### src/rtl/amm_pkg.sv
// Shared types and helpers for the Avalon-MM burst splitter and related CDC variants.
package amm_pkg;

  typedef enum logic [2:0] {
    IDLE,
    WR_ISSUE,
    WR_DATA,
    RD_ISSUE,
    RD_WAIT
  } amm_split_state_t;

  // Address increment between consecutive beats of an incrementing burst.
  function automatic int unsigned amm_addr_step(input int unsigned d_w, input bit byte_addr);
    return byte_addr ? (d_w / 8) : 1;
  endfunction

endpackage

### src/rtl/amm_burst_splitter.sv
// Re-issues Avalon-MM incrementing bursts as single-beat transfers, one outstanding at a time,
// so a non-bursting single-outstanding CDC stage can serve a bursting master.
module amm_burst_splitter
  import amm_pkg::*;
#(
  parameter int unsigned A_W       = 32,
  parameter int unsigned D_W       = 64,
  parameter int unsigned BURST_W   = 4,
  parameter bit          BYTE_ADDR = 1'b1
) (
  input  logic                 clk_m_i,
  input  logic                 rst_m_i,
  input  logic                 s_read_i,
  input  logic                 s_write_i,
  input  logic [A_W-1:0]       s_address_i,
  input  logic [BURST_W-1:0]   s_burstcount_i,
  input  logic [D_W/8-1:0]     s_byteenable_i,
  input  logic [D_W-1:0]       s_writedata_i,
  output logic                 s_waitrequest_o,
  output logic [D_W-1:0]       s_readdata_o,
  output logic                 s_readdatavalid_o,
  output logic                 m_read_o,
  output logic                 m_write_o,
  output logic [A_W-1:0]       m_address_o,
  output logic [D_W/8-1:0]     m_byteenable_o,
  output logic [D_W-1:0]       m_writedata_o,
  input  logic                 m_waitrequest_i,
  input  logic [D_W-1:0]       m_readdata_i,
  input  logic                 m_readdatavalid_i
);

  localparam logic [A_W-1:0] STEP = A_W'(amm_addr_step(D_W, BYTE_ADDR));

  amm_split_state_t   state, state_nxt;
  logic [BURST_W-1:0] remaining;
  logic [BURST_W-1:0] burst_len;
  logic               last_beat;
  logic               accept_wr, accept_rd, load_wdata, beat_done, rd_beat;

  // A zero burstcount is a single beat.
  assign burst_len = (s_burstcount_i == '0) ? BURST_W'(1) : s_burstcount_i;
  assign last_beat = (remaining == BURST_W'(1));

  assign s_waitrequest_o = (state == WR_ISSUE) || (state == RD_ISSUE) || (state == RD_WAIT);

  always_ff @(posedge clk_m_i or posedge rst_m_i) begin
    if (rst_m_i) state <= IDLE;
    else         state <= state_nxt;
  end

  always_comb begin
    state_nxt  = state;
    accept_wr  = 1'b0;
    accept_rd  = 1'b0;
    load_wdata = 1'b0;
    beat_done  = 1'b0;
    rd_beat    = 1'b0;
    unique case (state)
      IDLE: begin
        if (s_write_i) begin
          accept_wr = 1'b1;
          state_nxt = WR_ISSUE;
        end else if (s_read_i) begin
          accept_rd = 1'b1;
          state_nxt = RD_ISSUE;
        end
      end
      WR_ISSUE: begin
        if (!m_waitrequest_i) begin
          beat_done = 1'b1;
          state_nxt = last_beat ? IDLE : WR_DATA;
        end
      end
      WR_DATA: begin
        if (s_write_i) begin
          load_wdata = 1'b1;
          state_nxt  = WR_ISSUE;
        end
      end
      RD_ISSUE: begin
        if (!m_waitrequest_i) state_nxt = RD_WAIT;
      end
      RD_WAIT: begin
        if (m_readdatavalid_i) begin
          beat_done = 1'b1;
          rd_beat   = 1'b1;
          state_nxt = last_beat ? IDLE : RD_ISSUE;
        end
      end
      default: state_nxt = IDLE;
    endcase
  end

  // Command strobes are registered from the next state so they appear the cycle after acceptance.
  always_ff @(posedge clk_m_i or posedge rst_m_i) begin
    if (rst_m_i) begin
      m_read_o          <= 1'b0;
      m_write_o         <= 1'b0;
      m_address_o       <= '0;
      m_byteenable_o    <= '0;
      m_writedata_o     <= '0;
      s_readdata_o      <= '0;
      s_readdatavalid_o <= 1'b0;
      remaining         <= '0;
    end else begin
      m_write_o         <= (state_nxt == WR_ISSUE);
      m_read_o          <= (state_nxt == RD_ISSUE);
      s_readdatavalid_o <= rd_beat;
      if (rd_beat) s_readdata_o <= m_readdata_i;

      if (accept_wr) begin
        m_address_o    <= s_address_i;
        m_byteenable_o <= s_byteenable_i;
        m_writedata_o  <= s_writedata_i;
        remaining      <= burst_len;
      end else if (accept_rd) begin
        m_address_o    <= s_address_i;
        m_byteenable_o <= '1;
        remaining      <= burst_len;
      end else if (load_wdata) begin
        m_byteenable_o <= s_byteenable_i;
        m_writedata_o  <= s_writedata_i;
      end

      if (beat_done) begin
        remaining <= remaining - BURST_W'(1);
        if (!last_beat) m_address_o <= m_address_o + STEP;
      end
    end
  end

endmodule

### config.mk
export PLATFORM = sky130hd
export DESIGN_NAME = amm_burst_splitter
export DESIGN_NICKNAME = d
export VERILOG_FILES = /design/src/rtl/amm_pkg.sv /design/src/rtl/amm_burst_splitter.sv
export SDC_FILE = /design/constraint.sdc
export NUM_CORES = 1
export LEC_CHECK = 0
export ABC_AREA = 1
export CAP_MARGIN = 0
export CORE_MARGIN = 1.5
export CORE_UTILIZATION = 46
export CTS_CLUSTER_DIAMETER = 50
export DETAILED_ROUTE_END_ITERATION = 8
export PLACE_DENSITY = 0.89
export REMOVE_ABC_BUFFERS = 1
export SETUP_SLACK_MARGIN = 0.3
export SLEW_MARGIN = 20
export SYNTH_ARGS = -nofsm -noshare
export SYNTH_HDL_FRONTEND = slang
export SYNTH_SLANG_ARGS = --single-unit
### constraint.sdc
create_clock -name clk_m_i -period 10.5 [get_ports clk_m_i]
set_input_delay 2.625 -clock clk_m_i [delete_from_list [all_inputs] [get_ports clk_m_i]]
set_output_delay 2.625 -clock clk_m_i [all_outputs]
set_load 0.03 [all_outputs]
==> load_flow_metrics.sql <==
INSERT INTO impl_metrics (metric_group, metric, value, unit) VALUES
('status', 'status', 'complete, no violations', ''),
('worst_setup_path', 'reg2reg_setup_slack', '7.76', 'ns'),
('timing', 'endpoints_failing_setup', '0', ''),
('clock_network', 'numCtsBuffers', '17', ''),
('timing', 'fin_crit_sh', '45.4', '%'),
('clock_network', 'postCtsHoldBufs', '0', ''),
('place', 'io_buffers', '349', ''),
('place', 'hpwlAfterDp', '17800', 'µm'),
('timing', 'clock-skew-final', '0.0111', 'ns'),
('logic_synthesis', 'syn_area', '8040', 'µm²'),
('final_layout', 'nets_final', '1543', ''),
('detailed_routing', 'via_count', '7795', ''),
('floorplanning', 'chipHeight', '135', 'µm'),
('worst_hold_path', 'min-delay-path-class', 'reg2reg', ''),
('logic_synthesis', 'synth_seq_area_share', '55.4', '%'),
('floorplanning', 'die-area', '18300', 'µm²'),
('timing', 'max_freq', '210', 'MHz'),
('detailed_routing', 'drc', '0', ''),
('clock_network', 'htreeDepth', '4', ''),
('pwr', 'leak', '5.93', 'nW'),
('clock_network', 'ctsRootBufferMaster', 'clkbuf_16', ''),
('detailed_routing', 'drt-total-wl', '24500', 'µm'),
('final_layout', 'nFillCells', '1306', ''),
('final_layout', 'area_growth_syn_to_layout', '51.4', '%'),
('timing', 'timing_worst_slew_pin_value', '1.08', 'ns'),
('detailed_routing', 'wl_per_cell', '15.3', 'µm'),
('pwr', 'post-layout-total-power', '3.97', 'mW'),
('detailed_routing', 'routed-wl-met3', '1870', 'µm'),
('timing', 'timing.setup.tns', '0', 'ns'),
('clock_network', 'clkTransAtPathRegs', '0.07', 'ns'),
('final_layout', 'layout_commonest_cell', 'nand2_1', ''),
('worst_setup_path', 'cp-start-kind', 'primary input', ''),
('final_layout', 'post_route_cells_drive_above_1_share', '4.00', '%'),
('timing', 'final_max_slew_viol_count', '0', ''),
('detailed_routing', 'routed.top_layer', 'met4', ''),
('detailed_routing', 'final_antenna_net_count', '0', ''),
('logic_synthesis', 'yosysUniqueCellTypes', '31', ''),
('clock_network', 'buffer_depth_of_the_longest_clock_path', '2', ''),
('detailed_routing', 'met2_length', '12300', 'µm'),
('final_layout', 'regArea', '4450', 'µm²'),
('final_layout', 'antenna-diode-count', '0', ''),
('floorplanning', 'chipWidth', '135', 'µm'),
('floorplanning', 'number_of_ports_placed_on_the_die_boundary', '350', ''),
('place', 'gpl.final_weighted_congestion', '0.914', ''),
('worst_hold_path', 'min_path_cells', '2', ''),
('worst_setup_path', 'critical_path_at', '5.07', 'ns'),
('run', 'number_of_max_cap_violations', '0', ''),
('global_routing', 'grt_first_pass_wirelength', '38200', 'µm'),
('worst_setup_path', 'setup.worst_path.class', 'in2reg', ''),
('final_layout', 'postLayoutCellArea', '12200', 'µm²'),
('worst_hold_path', 'whs_endpoint', 's_readdata_o[34]', ''),
('clock_network', 'post_cts_resize_count', '0', ''),
('detailed_routing', 'vias_per_cell', '4.87', ''),
('place', 'placed_area', '11600', 'µm²'),
('clock_network', 'cts_tree', 'yes', ''),
('floorplanning', 'coreArea', '17200', 'µm²'),
('timing', 'final.min_clock_period', '4.77', 'ns'),
('pwr', 'vdd_ir_drop_max', '192', 'µV'),
('logic_synthesis', 'post_synth.cell_area_avg', '7.80', 'µm²'),
('final_layout', 'layout_common_cells', 'nand2_1 (593), clkdlybuf4s50_1 (349), dfrtp_1 (178), nor2_1 (65), inv_1 (42)', ''),
('timing', 'slew_headroom', '28.2', '%'),
('worst_setup_path', 'rr_startpoint', 'state[0]', ''),
('timing', 'rsz_0062_raised_after_global_routing', 'no', ''),
('clock_network', 'clock_sink_count', '178', ''),
('logic_synthesis', 'yosysWarningCount', '0', ''),
('worst_hold_path', 'min_from', 's_readdata_o[34]', ''),
('logic_synthesis', 'yosys_register_bits', '178', ''),
('global_routing', 'grt_start_max_net_pins', '96', ''),
('worst_setup_path', 'worst_r2r_endpoint', 's_readdata_o[8]', ''),
('global_routing', 'grt_antenna_before_repair', '0', ''),
('detailed_routing', 'wl_met1', '9320', 'µm');
==> power breakdown <==
| part | switching, mW | internal (mW) | leakage [nW] |
|---|---|---|---|
| sequential | 0.245 | 1.01 | 2.22 |
| clock | 0.291 | 0.319 | 0.269 |
| combinational | 1.29 | 0.826 | 3.44 |
==> worst max-delay path, stage by stage <==
cell	delay [ns]
clkdlybuf4s50_1	0.43
nand2_2	0.07
buf_4	0.55
clkinv_2	0.89
nand2_1	0.36
nand2_1	0.08
==> final cells by class <==
class	count	area share, %
clock inverter	13	0.997
timing repair buffer	352	28.9
inverter	49	1.58
tap	225	2.31
clock buffer	19	3.64
multi-input combinational	764	26.0
sequential	178	36.6
==> per-stage QoR <==
step / hold slack (ns) / setup WS (ns) / utilization [%] / instances
2_1_floorplan: 0.470 / 3.04 / - / 991
3_3_place_gp: 0.461 / 5.63 / 67.6 / 1568
3_5_place_dp: 0.464 / 5.58 / 67.6 / 1568
4_1_cts: 0.483 / 5.92 / 70.9 / 1600
5_1_grt: 0.491 / 5.51 / 70.9 / 1600
6_report: 0.478 / 5.73 / 70.9 / 1600
==> worst max-delay path by stage <==
stage / startpoint / depth (start not counted) / end
finish: m_readdatavalid_i / 6 / s_readdata_o[8]
global route: m_readdatavalid_i / 6 / s_readdata_o[8]
CTS: state[0] / 6 / s_waitrequest_o
detailed placement: s_write_i / 6 / m_byteenable_o[1]
global placement: rst_m_i / 3 / s_readdata_o[63]
floorplan: rst_m_i / 1 / m_address_o[0]
==> flip-flops by register name (all words and copies together) (netlist names) <==
signal and cells:
m_write_o 1, s_readdatavalid_o 1, m_byteenable_o 8, remaining 4
m_address_o 32, m_writedata_o 64, s_readdata_o 64, m_read_o 1
state 3
==> cell usage after synthesis, drive strengths merged <==
| cell | number | share of area [%] |
|---|---|---|
| xor2 | 11 | 1.2 |
| nand2 | 598 | 28 |
| dfrtp | 178 | 55 |
| nor2 | 68 | 3.4 |
| o21ai | 25 | 1.6 |
| inv | 49 | 2.3 |
| or2 | 3 | 0.23 |
| nor3 | 2 | 0.19 |
| o211ai | 9 | 0.84 |
| a21oi | 10 | 0.67 |
| buf | 32 | 2.6 |
| xnor2 | 2 | 0.22 |
| o31ai | 1 | 0.093 |
| nand4 | 1 | 0.078 |
| ha | 3 | 0.47 |
| o21a | 3 | 0.28 |
| clkbuf | 8 | 0.37 |
| nand3 | 28 | 1.8 |
==> layer usage <==
layer	vias up	GRT usage, %
li1	3796	-
met5	-	0
met2	319	45.9
met4	0	11.9
met1	3614	32.0
met3	66	7.67
==> cell families after synthesis <==
logic type               after synthesis  synth area share, %
AND/OR/NAND/NOR                      700                 34.0
flip-flops                           178                 55.4
buffers and inverters                 89                 5.26
AO/OA/AOI/OAI                         48                 3.44
XOR/XNOR                              13                 1.42
adder cells (fa/ha/maj)                3                0.467
No activity file was read; power rests on OpenSTA's default activity.
